File: src/rtl/rx_link_deframer_if.sv
// Decoded-word input bus and framed payload/status output bus of the receive deframer.
// The slave modport is the deframer side; the master modport is the upstream/downstream side.
interface rx_link_deframer_if #(
  parameter int CNT_WIDTH = 16
);
  logic                 RX_VALID;
  logic [15:0]          RX_DATA;
  logic [1:0]           RX_K_CHAR;
  logic [1:0]           CODE_ERR_N;
  logic [1:0]           RD_ERR;
  logic                 ALIGNED;
  logic [15:0]          OUT_DATA;
  logic                 OUT_VALID;
  logic                 OUT_SOP;
  logic                 OUT_EOP;
  logic                 OUT_ERR;
  logic                 LINK_UP;
  logic [CNT_WIDTH-1:0] PKT_CNT;
  logic [CNT_WIDTH-1:0] ERR_CNT;

  modport slave (
    input  RX_VALID, RX_DATA, RX_K_CHAR, CODE_ERR_N, RD_ERR, ALIGNED,
    output OUT_DATA, OUT_VALID, OUT_SOP, OUT_EOP, OUT_ERR, LINK_UP, PKT_CNT, ERR_CNT
  );

  modport master (
    output RX_VALID, RX_DATA, RX_K_CHAR, CODE_ERR_N, RD_ERR, ALIGNED,
    input  OUT_DATA, OUT_VALID, OUT_SOP, OUT_EOP, OUT_ERR, LINK_UP, PKT_CNT, ERR_CNT
  );
endinterface

File: src/rtl/rx_link_deframer.sv
// Receive link-layer deframer: delineates K-char framed packets from the 8b/10b word stream,
// checks the per-packet byte checksum and emits a SOP/EOP-marked payload stream with status counters.
module rx_link_deframer #(
  parameter int MAX_WORDS = 256,
  parameter int CNT_WIDTH = 16
) (
  input  logic            EPCS_RxCLK,
  input  logic            EPCS_RxRSTn,
  rx_link_deframer_if.slave bus
);

  localparam int WCW = $clog2(MAX_WORDS + 1);

  typedef enum logic [1:0] {
    S_UNLOCKED = 2'd0,
    S_IDLE     = 2'd1,
    S_PAYLOAD  = 2'd2,
    S_DISCARD  = 2'd3
  } state_t;

  function automatic logic [CNT_WIDTH-1:0] sat_inc(input logic [CNT_WIDTH-1:0] v);
    return (&v) ? v : v + 1'b1;
  endfunction

  state_t               state_q, state_d;
  logic [15:0]          hold_q, hold_d;
  logic                 hold_vld_q, hold_vld_d;
  logic                 first_q, first_d;
  logic [7:0]           csum_q, csum_d;
  logic [WCW-1:0]       wcnt_q, wcnt_d;
  logic                 sticky_q, sticky_d;
  logic [15:0]          odata_q, odata_d;
  logic                 ovld_q, ovld_d;
  logic                 osop_q, osop_d;
  logic                 oeop_q, oeop_d;
  logic                 oerr_q, oerr_d;
  logic [CNT_WIDTH-1:0] pkt_q, pkt_d;
  logic [CNT_WIDTH-1:0] errc_q, errc_d;

  logic is_data, is_idle, is_sop, is_eop, corrupt;
  logic emit, emit_eop, emit_err;

  // Word classification; a K=01 word with an unrecognised control byte is treated as BADK.
  always_comb begin
    is_data = (bus.RX_K_CHAR == 2'b00);
    is_idle = (bus.RX_K_CHAR == 2'b01) && (bus.RX_DATA[7:0] == 8'hBC);
    is_sop  = (bus.RX_K_CHAR == 2'b01) && (bus.RX_DATA[7:0] == 8'h1C);
    is_eop  = (bus.RX_K_CHAR == 2'b01) && (bus.RX_DATA[7:0] == 8'hFD);
    corrupt = (~&bus.CODE_ERR_N) | (|bus.RD_ERR);
  end

  always_comb begin
    state_d    = state_q;
    hold_d     = hold_q;
    hold_vld_d = hold_vld_q;
    first_d    = first_q;
    csum_d     = csum_q;
    wcnt_d     = wcnt_q;
    sticky_d   = sticky_q;
    pkt_d      = pkt_q;
    errc_d     = errc_q;
    emit       = 1'b0;
    emit_eop   = 1'b0;
    emit_err   = 1'b0;

    if (!bus.ALIGNED) begin
      if (state_q == S_PAYLOAD && hold_vld_q) begin
        emit     = 1'b1;
        emit_eop = 1'b1;
        emit_err = 1'b1;
        errc_d   = sat_inc(errc_q);
      end
      hold_vld_d = 1'b0;
      state_d    = S_UNLOCKED;
    end else begin
      unique case (state_q)
        S_UNLOCKED: state_d = S_IDLE;
        S_IDLE: begin
          if (bus.RX_VALID && is_sop) begin
            state_d  = S_PAYLOAD;
            csum_d   = 8'h00;
            wcnt_d   = '0;
            sticky_d = 1'b0;
            first_d  = 1'b1;
          end
        end
        S_PAYLOAD: begin
          if (bus.RX_VALID) begin
            if (is_data && wcnt_q != WCW'(MAX_WORDS)) begin
              csum_d = csum_q + bus.RX_DATA[7:0] + bus.RX_DATA[15:8];
              wcnt_d = wcnt_q + 1'b1;
              if (hold_vld_q) begin
                emit    = 1'b1;
                first_d = 1'b0;
              end
              hold_d     = bus.RX_DATA;
              hold_vld_d = 1'b1;
              if (corrupt) sticky_d = 1'b1;
            end else if (is_eop) begin
              if (hold_vld_q) begin
                emit     = 1'b1;
                emit_eop = 1'b1;
                emit_err = sticky_q | corrupt | (bus.RX_DATA[15:8] != csum_q);
                if (emit_err) errc_d = sat_inc(errc_q);
                else          pkt_d  = sat_inc(pkt_q);
              end else begin
                errc_d = sat_inc(errc_q);
              end
              hold_vld_d = 1'b0;
              state_d    = S_IDLE;
            end else begin
              // Abort: IDLE, BADK, over-length DATA or an SOP that restarts the packet.
              emit       = hold_vld_q;
              emit_eop   = 1'b1;
              emit_err   = 1'b1;
              errc_d     = sat_inc(errc_q);
              hold_vld_d = 1'b0;
              if (is_sop) begin
                csum_d   = 8'h00;
                wcnt_d   = '0;
                sticky_d = 1'b0;
                first_d  = 1'b1;
              end else if (is_idle) begin
                state_d = S_IDLE;
              end else begin
                state_d = S_DISCARD;
              end
            end
          end
        end
        S_DISCARD: begin
          if (bus.RX_VALID) begin
            if (is_sop) begin
              state_d  = S_PAYLOAD;
              csum_d   = 8'h00;
              wcnt_d   = '0;
              sticky_d = 1'b0;
              first_d  = 1'b1;
            end else if (is_eop || is_idle) begin
              state_d = S_IDLE;
            end
          end
        end
        default: state_d = S_UNLOCKED;
      endcase
    end

    odata_d = emit ? hold_q : odata_q;
    ovld_d  = emit;
    osop_d  = emit & first_q;
    oeop_d  = emit & emit_eop;
    oerr_d  = emit & emit_err;
  end

  always_ff @(posedge EPCS_RxCLK or negedge EPCS_RxRSTn) begin
    if (!EPCS_RxRSTn) begin
      state_q    <= S_UNLOCKED;
      hold_q     <= '0;
      hold_vld_q <= 1'b0;
      first_q    <= 1'b0;
      csum_q     <= '0;
      wcnt_q     <= '0;
      sticky_q   <= 1'b0;
      odata_q    <= '0;
      ovld_q     <= 1'b0;
      osop_q     <= 1'b0;
      oeop_q     <= 1'b0;
      oerr_q     <= 1'b0;
      pkt_q      <= '0;
      errc_q     <= '0;
    end else begin
      state_q    <= state_d;
      hold_q     <= hold_d;
      hold_vld_q <= hold_vld_d;
      first_q    <= first_d;
      csum_q     <= csum_d;
      wcnt_q     <= wcnt_d;
      sticky_q   <= sticky_d;
      odata_q    <= odata_d;
      ovld_q     <= ovld_d;
      osop_q     <= osop_d;
      oeop_q     <= oeop_d;
      oerr_q     <= oerr_d;
      pkt_q      <= pkt_d;
      errc_q     <= errc_d;
    end
  end

  assign bus.OUT_DATA  = odata_q;
  assign bus.OUT_VALID = ovld_q;
  assign bus.OUT_SOP   = osop_q;
  assign bus.OUT_EOP   = oeop_q;
  assign bus.OUT_ERR   = oerr_q;
  assign bus.LINK_UP   = (state_q != S_UNLOCKED);
  assign bus.PKT_CNT   = pkt_q;
  assign bus.ERR_CNT   = errc_q;

endmodule

File: src/flat_wrapper.sv
// flat-port wrapper written by rule: the top's interface ports become plain ports
module rx_link_deframer_flat 
#(
  parameter int MAX_WORDS = 256,
  parameter int CNT_WIDTH = 16
)
  (EPCS_RxCLK, EPCS_RxRSTn, bus_RX_VALID, bus_RX_DATA, bus_RX_K_CHAR, bus_CODE_ERR_N, bus_RD_ERR, bus_ALIGNED, bus_OUT_DATA, bus_OUT_VALID, bus_OUT_SOP, bus_OUT_EOP, bus_OUT_ERR, bus_LINK_UP, bus_PKT_CNT, bus_ERR_CNT);
  rx_link_deframer_if #(.CNT_WIDTH(CNT_WIDTH)) bus_i ();
  input  logic EPCS_RxCLK;
  input  logic EPCS_RxRSTn;
  input wire logic [$bits(bus_i.RX_VALID)-1:0] bus_RX_VALID;
  input wire logic [$bits(bus_i.RX_DATA)-1:0] bus_RX_DATA;
  input wire logic [$bits(bus_i.RX_K_CHAR)-1:0] bus_RX_K_CHAR;
  input wire logic [$bits(bus_i.CODE_ERR_N)-1:0] bus_CODE_ERR_N;
  input wire logic [$bits(bus_i.RD_ERR)-1:0] bus_RD_ERR;
  input wire logic [$bits(bus_i.ALIGNED)-1:0] bus_ALIGNED;
  output wire logic [$bits(bus_i.OUT_DATA)-1:0] bus_OUT_DATA;
  output wire logic [$bits(bus_i.OUT_VALID)-1:0] bus_OUT_VALID;
  output wire logic [$bits(bus_i.OUT_SOP)-1:0] bus_OUT_SOP;
  output wire logic [$bits(bus_i.OUT_EOP)-1:0] bus_OUT_EOP;
  output wire logic [$bits(bus_i.OUT_ERR)-1:0] bus_OUT_ERR;
  output wire logic [$bits(bus_i.LINK_UP)-1:0] bus_LINK_UP;
  output wire logic [$bits(bus_i.PKT_CNT)-1:0] bus_PKT_CNT;
  output wire logic [$bits(bus_i.ERR_CNT)-1:0] bus_ERR_CNT;
  assign bus_i.RX_VALID = bus_RX_VALID;
  assign bus_i.RX_DATA = bus_RX_DATA;
  assign bus_i.RX_K_CHAR = bus_RX_K_CHAR;
  assign bus_i.CODE_ERR_N = bus_CODE_ERR_N;
  assign bus_i.RD_ERR = bus_RD_ERR;
  assign bus_i.ALIGNED = bus_ALIGNED;
  assign bus_OUT_DATA = bus_i.OUT_DATA;
  assign bus_OUT_VALID = bus_i.OUT_VALID;
  assign bus_OUT_SOP = bus_i.OUT_SOP;
  assign bus_OUT_EOP = bus_i.OUT_EOP;
  assign bus_OUT_ERR = bus_i.OUT_ERR;
  assign bus_LINK_UP = bus_i.LINK_UP;
  assign bus_PKT_CNT = bus_i.PKT_CNT;
  assign bus_ERR_CNT = bus_i.ERR_CNT;
  rx_link_deframer #(.MAX_WORDS(MAX_WORDS), .CNT_WIDTH(CNT_WIDTH)) u_core (.EPCS_RxCLK(EPCS_RxCLK), .EPCS_RxRSTn(EPCS_RxRSTn), .bus(bus_i));
endmodule
File: config.mk
export PLATFORM = sky130hd
export DESIGN_NAME = rx_link_deframer_flat
export DESIGN_NICKNAME = d
export VERILOG_FILES = /design/src/rtl/rx_link_deframer_if.sv /design/src/rtl/rx_link_deframer.sv /design/src/flat_wrapper.sv
export SDC_FILE = /design/constraint.sdc
export NUM_CORES = 1
export LEC_CHECK = 0
export ABC_AREA = 1
export CAP_MARGIN = 20
export CORE_MARGIN = 8
export CORE_UTILIZATION = 56
export DETAILED_ROUTE_END_ITERATION = 10
export GPL_ROUTABILITY_DRIVEN = 0
export PLACE_DENSITY = 0.87
export RECOVER_POWER = 100
export SETUP_SLACK_MARGIN = 0.2
export SYNTH_ARGS = -nofsm -noshare
export SYNTH_HDL_FRONTEND = slang
export SYNTH_SLANG_ARGS = --single-unit
File: constraint.sdc
create_clock -name EPCS_RxCLK -period 3 [get_ports EPCS_RxCLK]
set_clock_uncertainty 0.15 [all_clocks]
set_input_delay 0.6 -clock EPCS_RxCLK [delete_from_list [all_inputs] [get_ports EPCS_RxCLK]]
set_output_delay 0.6 -clock EPCS_RxCLK [all_outputs]
set_load 0.02 [all_outputs]
# Word-level counts from Yosys, hierarchy flattened
# Index checks and enable logic that the tools add are counted.
dict set report totals {
  regBits 90
  out_inout_bits 53
  wordCells 150
}
dict set report classes {
  add_sub_neg 5
  eq_ne 25
  muxes 72
  n_bitwise 9
  reduce_logical 25
}
# operator count
set ops {}
lappend ops {{16-bit 2-to-1 mux} 9}
lappend ops {{9-bit 2-to-1 mux} 6}
lappend ops {{8-bit 2-to-1 mux} 6}
lappend ops {{1-bit 2-to-1 mux} 36}
lappend ops {{16-bit by 1-bit adder with 16-bit output, second input constant} 2}
lappend ops {{16-bit AND reduction} 2}
lappend ops {{9-bit one-hot mux with 3 select lines} 1}
lappend ops {{8-bit one-hot mux with 3 select lines} 1}
lappend ops {{2-bit 2-to-1 mux} 10}
lappend ops {{8-bit adder} 2}
lappend ops {{8-bit == test, second input constant} 2}
lappend ops {{7-bit AND reduction} 2}
lappend ops {{3-bit inequality test, second input constant} 4}
lappend ops {{6-bit AND reduction} 2}
lappend ops {{9-bit by 1-bit adder with 9-bit output, second input constant} 1}
lappend ops {{3-bit by 2-bit inequality test with 1-bit output, second input constant} 3}
lappend ops {{9-bit inequality test, second input constant} 1}
lappend ops {{8-bit by 5-bit == test with 1-bit output, second input constant} 1}
lappend ops {{2-bit inequality test, second input constant} 4}
lappend ops {{4-bit inequality test, second input constant} 2}
lappend ops {{8-bit inequality test} 1}
lappend ops {{2-bit one-hot mux with 4 select lines} 1}
lappend ops {{8-bit AND reduction} 1}
lappend ops {{1-bit logical AND} 6}
lappend ops {{other kinds (17)} 30}

# Longest topological paths before layout
dict set report depth {
  word_depth 12
  ltp_mapped 13
  depth_no_buf 13
}

# Least setup slack after synthesis
# Ideal clock, no wire load.
dict set report synth_timing {
  kind {input to register}
  startpoint {input port bus_RX_DATA[1]}
  endpoint {register u_core.csum_q[5]}
  arrival_ns 2.352
  required_ns 2.733
  slack_ns 0.382
  cell_stages 13
  path_buffers 0
  cell_sequence {fa_1 > ha_1 > inv_1 > fa_1 > nand3b_1 > nand2_1 > nand2_1 > nand2_1 > nand2_1 > nand3_1 > o21ai_0 > nand2_1 > nand2_1}
}
dict set report synth_between {
  elab_chain_cells 7
  elab_cells_between_ends 16
  classes_between {add/sub (2); eq/ne (4); mux (6); reduce/logical (4)}
}
# element line_no
set synth_lines {}
lappend synth_lines {{start, declared} flat_wrapper.sv:12} ;# input wire logic [$bits(bus_i.RX_DATA)-1:0] bus_RX_DATA;
lappend synth_lines {{parallel branches: the longest is 7 deep, another holds 8-bit adder} -}
lappend synth_lines {{end signal, assigned} rx_link_deframer.sv:176} ;# csum_q <= csum_d;
lappend synth_lines {{end, declared} rx_link_deframer.sv:29} ;# logic [7:0] csum_q, csum_d;
# Several ways; the timed one is not identified. The select of a mux whose other input is x is not followed.
# A chain may end at the register's enable or synchronous reset.

# Worst setup path in the final report
dict set report layout_timing {
  startpoint {input port bus_RX_DATA[3]}
  endpoint {register u_core.csum_q[4]}
}
# The elaborated chain is that of the path after synthesis.

==> flow_metrics.tcl <==
set metrics [dict create \
    drc_errors 0 \
    clk_latency_ns 0.37 \
    fin_nets 982 \
    status "completed" \
    worst_pin_slew_ns 1.26 \
    antenna_found_initial 0 \
    power_density_nw_per_um2 535 \
    cpMostUsedCell "nand2_1" \
    async_flop_share_pct 100 \
    dieArea_um2 14100 \
    critical_path_class "input port to flop" \
    seqPwrFrac_pct 42.1 \
    htreeDepth 3 \
    synth_cell_type_count 35 \
    period_share_pct 90.0 \
    clock_path_buffers 2 \
    root_buffer "clkbuf_8" \
    fp.dieH_um 119 \
    slew_headroom_pct 16.2 \
    arrival_ns 2.82 \
    num_vias 5791 \
    synth-edff-count 0 \
    ant_nets 0 \
    ios 79 \
    cts_sinks 90 \
    cts.hold.buffers_added 0 \
    leakage_nw 3.79 \
    fillers 898 \
    yosysSeqAreaShare_pct 38.1 \
    rows 37 \
    switching_share_pct 37.0 \
    cp.required_ns 3.12 \
    cts_buffers 9 \
    p_sw_mw 1.41 \
    start_kind "input port" \
    grt_max_degree 53 \
    slew_violations 0 \
    finalWorstSetupSlack_ns 0.300 \
    dp_hpwl_mm 10.8 \
    pwr-share-comb_pct 32.8 \
    setup_violations 0 \
    syn_area_um2 5910 \
    track_usage_pct 21.0 \
    yosysTopAreaCell "dfrtp_1" \
    rsz0062_at_grt "false" \
    grt_pass1_wl_mm 24.9 \
    peakVddDrop_mv 0.442 \
    internal-power_mw 2.40 \
    grt_overflow 0 \
    core_um2 10300 \
    yosys_warnings 0 \
    cts_tree "done" \
    die_x_um 119 \
    synth_cells 849 \
    fmax_ghz 0.370 \
    avgSynthCellArea_um2 6.96 \
    dr.pass1.iters 5 \
    path_clk_slew_ns 0.08 \
    synth_top_area_share_pct 38.1 \
    fin_cells 1079 \
    worstPathCellList "dlygate4sd3_1 -> fa_1 -> ha_1 -> a21oi_1 -> nand3b_1 -> nand2_1 -> nand2_1 -> nand3_1 -> o21ai_0 -> nand2_1 -> nand2_1" \
    grt_pass1_vias 5466 \
    synth_area_leaders "dfrtp_1, nand2_1, nand3_1" \
    hp-class "flop to flop" \
    layout-drive-gt1-share_pct 6.57 \
    fin_worst_hold_slack_ns 0.321 \
    cap_violations 0 \
    initial_utilization_pct 57.5 \
    critPathMaxFanout 5 \
    synth_seq_cells 90 \
    synth.net_count 893 \
    cpLargestDelayFamily "adder cells" \
    crit_buf_inv 1 \
    p_clk_share_pct 25.1 \
    dp_cells 1062 \
    synthFlopType "dfrtp_1" \
    end_kind "flop" \
    place_ws_ns -0.167 \
    crit_path_max_incr_delay_ns 0.60 \
    io_buffers 78 \
    drtIter0Drc 478 \
    layout_min_cycle_time_ns 2.70 \
    viasPerCell 5.37 \
    area_growth_pct 20.4 \
    finalHoldViolations 0 \
    antenna_cells 0 \
    routed_wl_mm 14.7 \
    critPathSlowestCell "dlygate4sd3_1" \
    wl_per_cell_um 13.6 \
]
==> cell usage after synthesis (2+ instances only) <==
cell type  count
a21oi_1       13
buf_2          7
buf_4          3
buf_6          3
clkbuf_1      13
dfrtp_1       90
fa_1           8
ha_1          10
inv_1         80
inv_2          7
nand2_1      337
nand2_4        4
nand3_1       68
nand3b_1       5
nand4_1       30
nor2_1        61
nor2_2         4
nor2_4         2
nor3_1        17
o211ai_1       2
o21ai_0       41
o21ai_1        2
o21bai_1       2
or2_2          2
xnor2_1       10
xor2_1        19
==> cells in the final DEF, fill, tap and decap left out, drive strengths merged, types with 18 or more instances in the layout <==
cell / n
nand2: 342
clkdlybuf4s50: 18
inv: 87
nand4: 30
nor2: 67
buf: 22
o21ai: 43
nand3: 70
nor3: 19
clkbuf: 18
dfrtp: 90
xor2: 19
dlygate4sd3: 55
==> cells by family after synthesis <==
kind of cell	after synthesis	synth area share, %
AO/OA/AOI/OAI	61	5.44
flip-flops	90	38.1
XOR/XNOR	29	4.30
buffers and inverters	115	8.11
AND/OR/NAND/NOR	536	39.2
adder cells (fa/ha/maj)	18	4.83
==> metrics by stage <==
| stage | setup TNS (ns) | util, % | instance area (µm²) | total power [mW] |
|---|---|---|---|---|
| floorplan | 0 | - | 5910 | 2.47 |
| global placement | -0.198 | 67.2 | 6910 | 2.85 |
| detailed placement | -0.349 | 67.2 | 6910 | 2.89 |
| CTS | 0 | 69.4 | 7140 | 3.85 |
| global route | 0 | 69.2 | 7110 | 4.05 |
| finish | 0 | 69.2 | 7110 | 3.80 |
==> path summary, 6_finish.rpt <==
| kind | startpoint | end | slack, ns | cells past startpoint |
|---|---|---|---|---|
| worst max-delay path | bus_RX_DATA[3] | u_core.csum_q[4] | 0.30 | 11 |
| worst min-delay path | u_core.bus.OUT_DATA[13] | u_core.bus.OUT_DATA[13] | 0.32 | 2 |
| worst min register to register | u_core.bus.OUT_DATA[13] | u_core.bus.OUT_DATA[13] | 0.32 | 2 |
| max in group asynchronous | EPCS_RxRSTn | u_core.wcnt_q[6] | 0.91 | 2 |
| min in group asynchronous | EPCS_RxRSTn | u_core.bus.PKT_CNT[4] | 0.34 | 1 |
| worst max register to register | u_core.state_q[1] | u_core.bus.ERR_CNT[3] | 0.39 | 9 |
==> cell type report <==
cell class | count | area, µm² | area share [%]
timing repair buffer | 105 | 973 | 13.7
inverter | 88 | 335 | 4.71
clock buffer | 12 | 155 | 2.18
clock inverter | 4 | 73.8 | 1.04
sequential | 90 | 2250 | 31.7
tap | 136 | 170 | 2.39
multi-input combinational | 644 | 3150 | 44.3
==> worst min-delay path: stages, from the launching register on <==
cell     delay (ns)
dfrtp_1        0.34
nand2_1        0.05
nand2_1        0.05
==> state kept, by name (all words and copies together) (netlist names), 2 cells and up <==
signal and flops:
u_core.bus.OUT_DATA 16, u_core.bus.ERR_CNT 16, u_core.bus.PKT_CNT 16, u_core.csum_q 8, u_core.state_q 2, u_core.wcnt_q 9, u_core.hold_q 16
==> per-layer routing <==
metal  share of wire [%]  wire (µm)  track usage, %
met3                 6.6        965            4.38
met1                  43       6360            25.8
met5                   0          0               0
met4                 1.7        249            7.19
met2                  49       7150            35.8
==> repair_timing <==
action                                  4_1_cts  5_1_grt
buffers inserted                              0        1
resized for setup                             0        5
endpoints found under the setup margin        0        2
==> power groups by stage <==
stage	registers [mW]	clock network [mW]	logic [mW]
floorplan	1.62	0	0.853
global placement	1.62	0	1.23
detailed placement	1.62	0	1.26
CTS	1.60	0.971	1.27
global route	1.63	1.01	1.41
finish	1.60	0.954	1.25
Power figures use the tool's default switching activity.
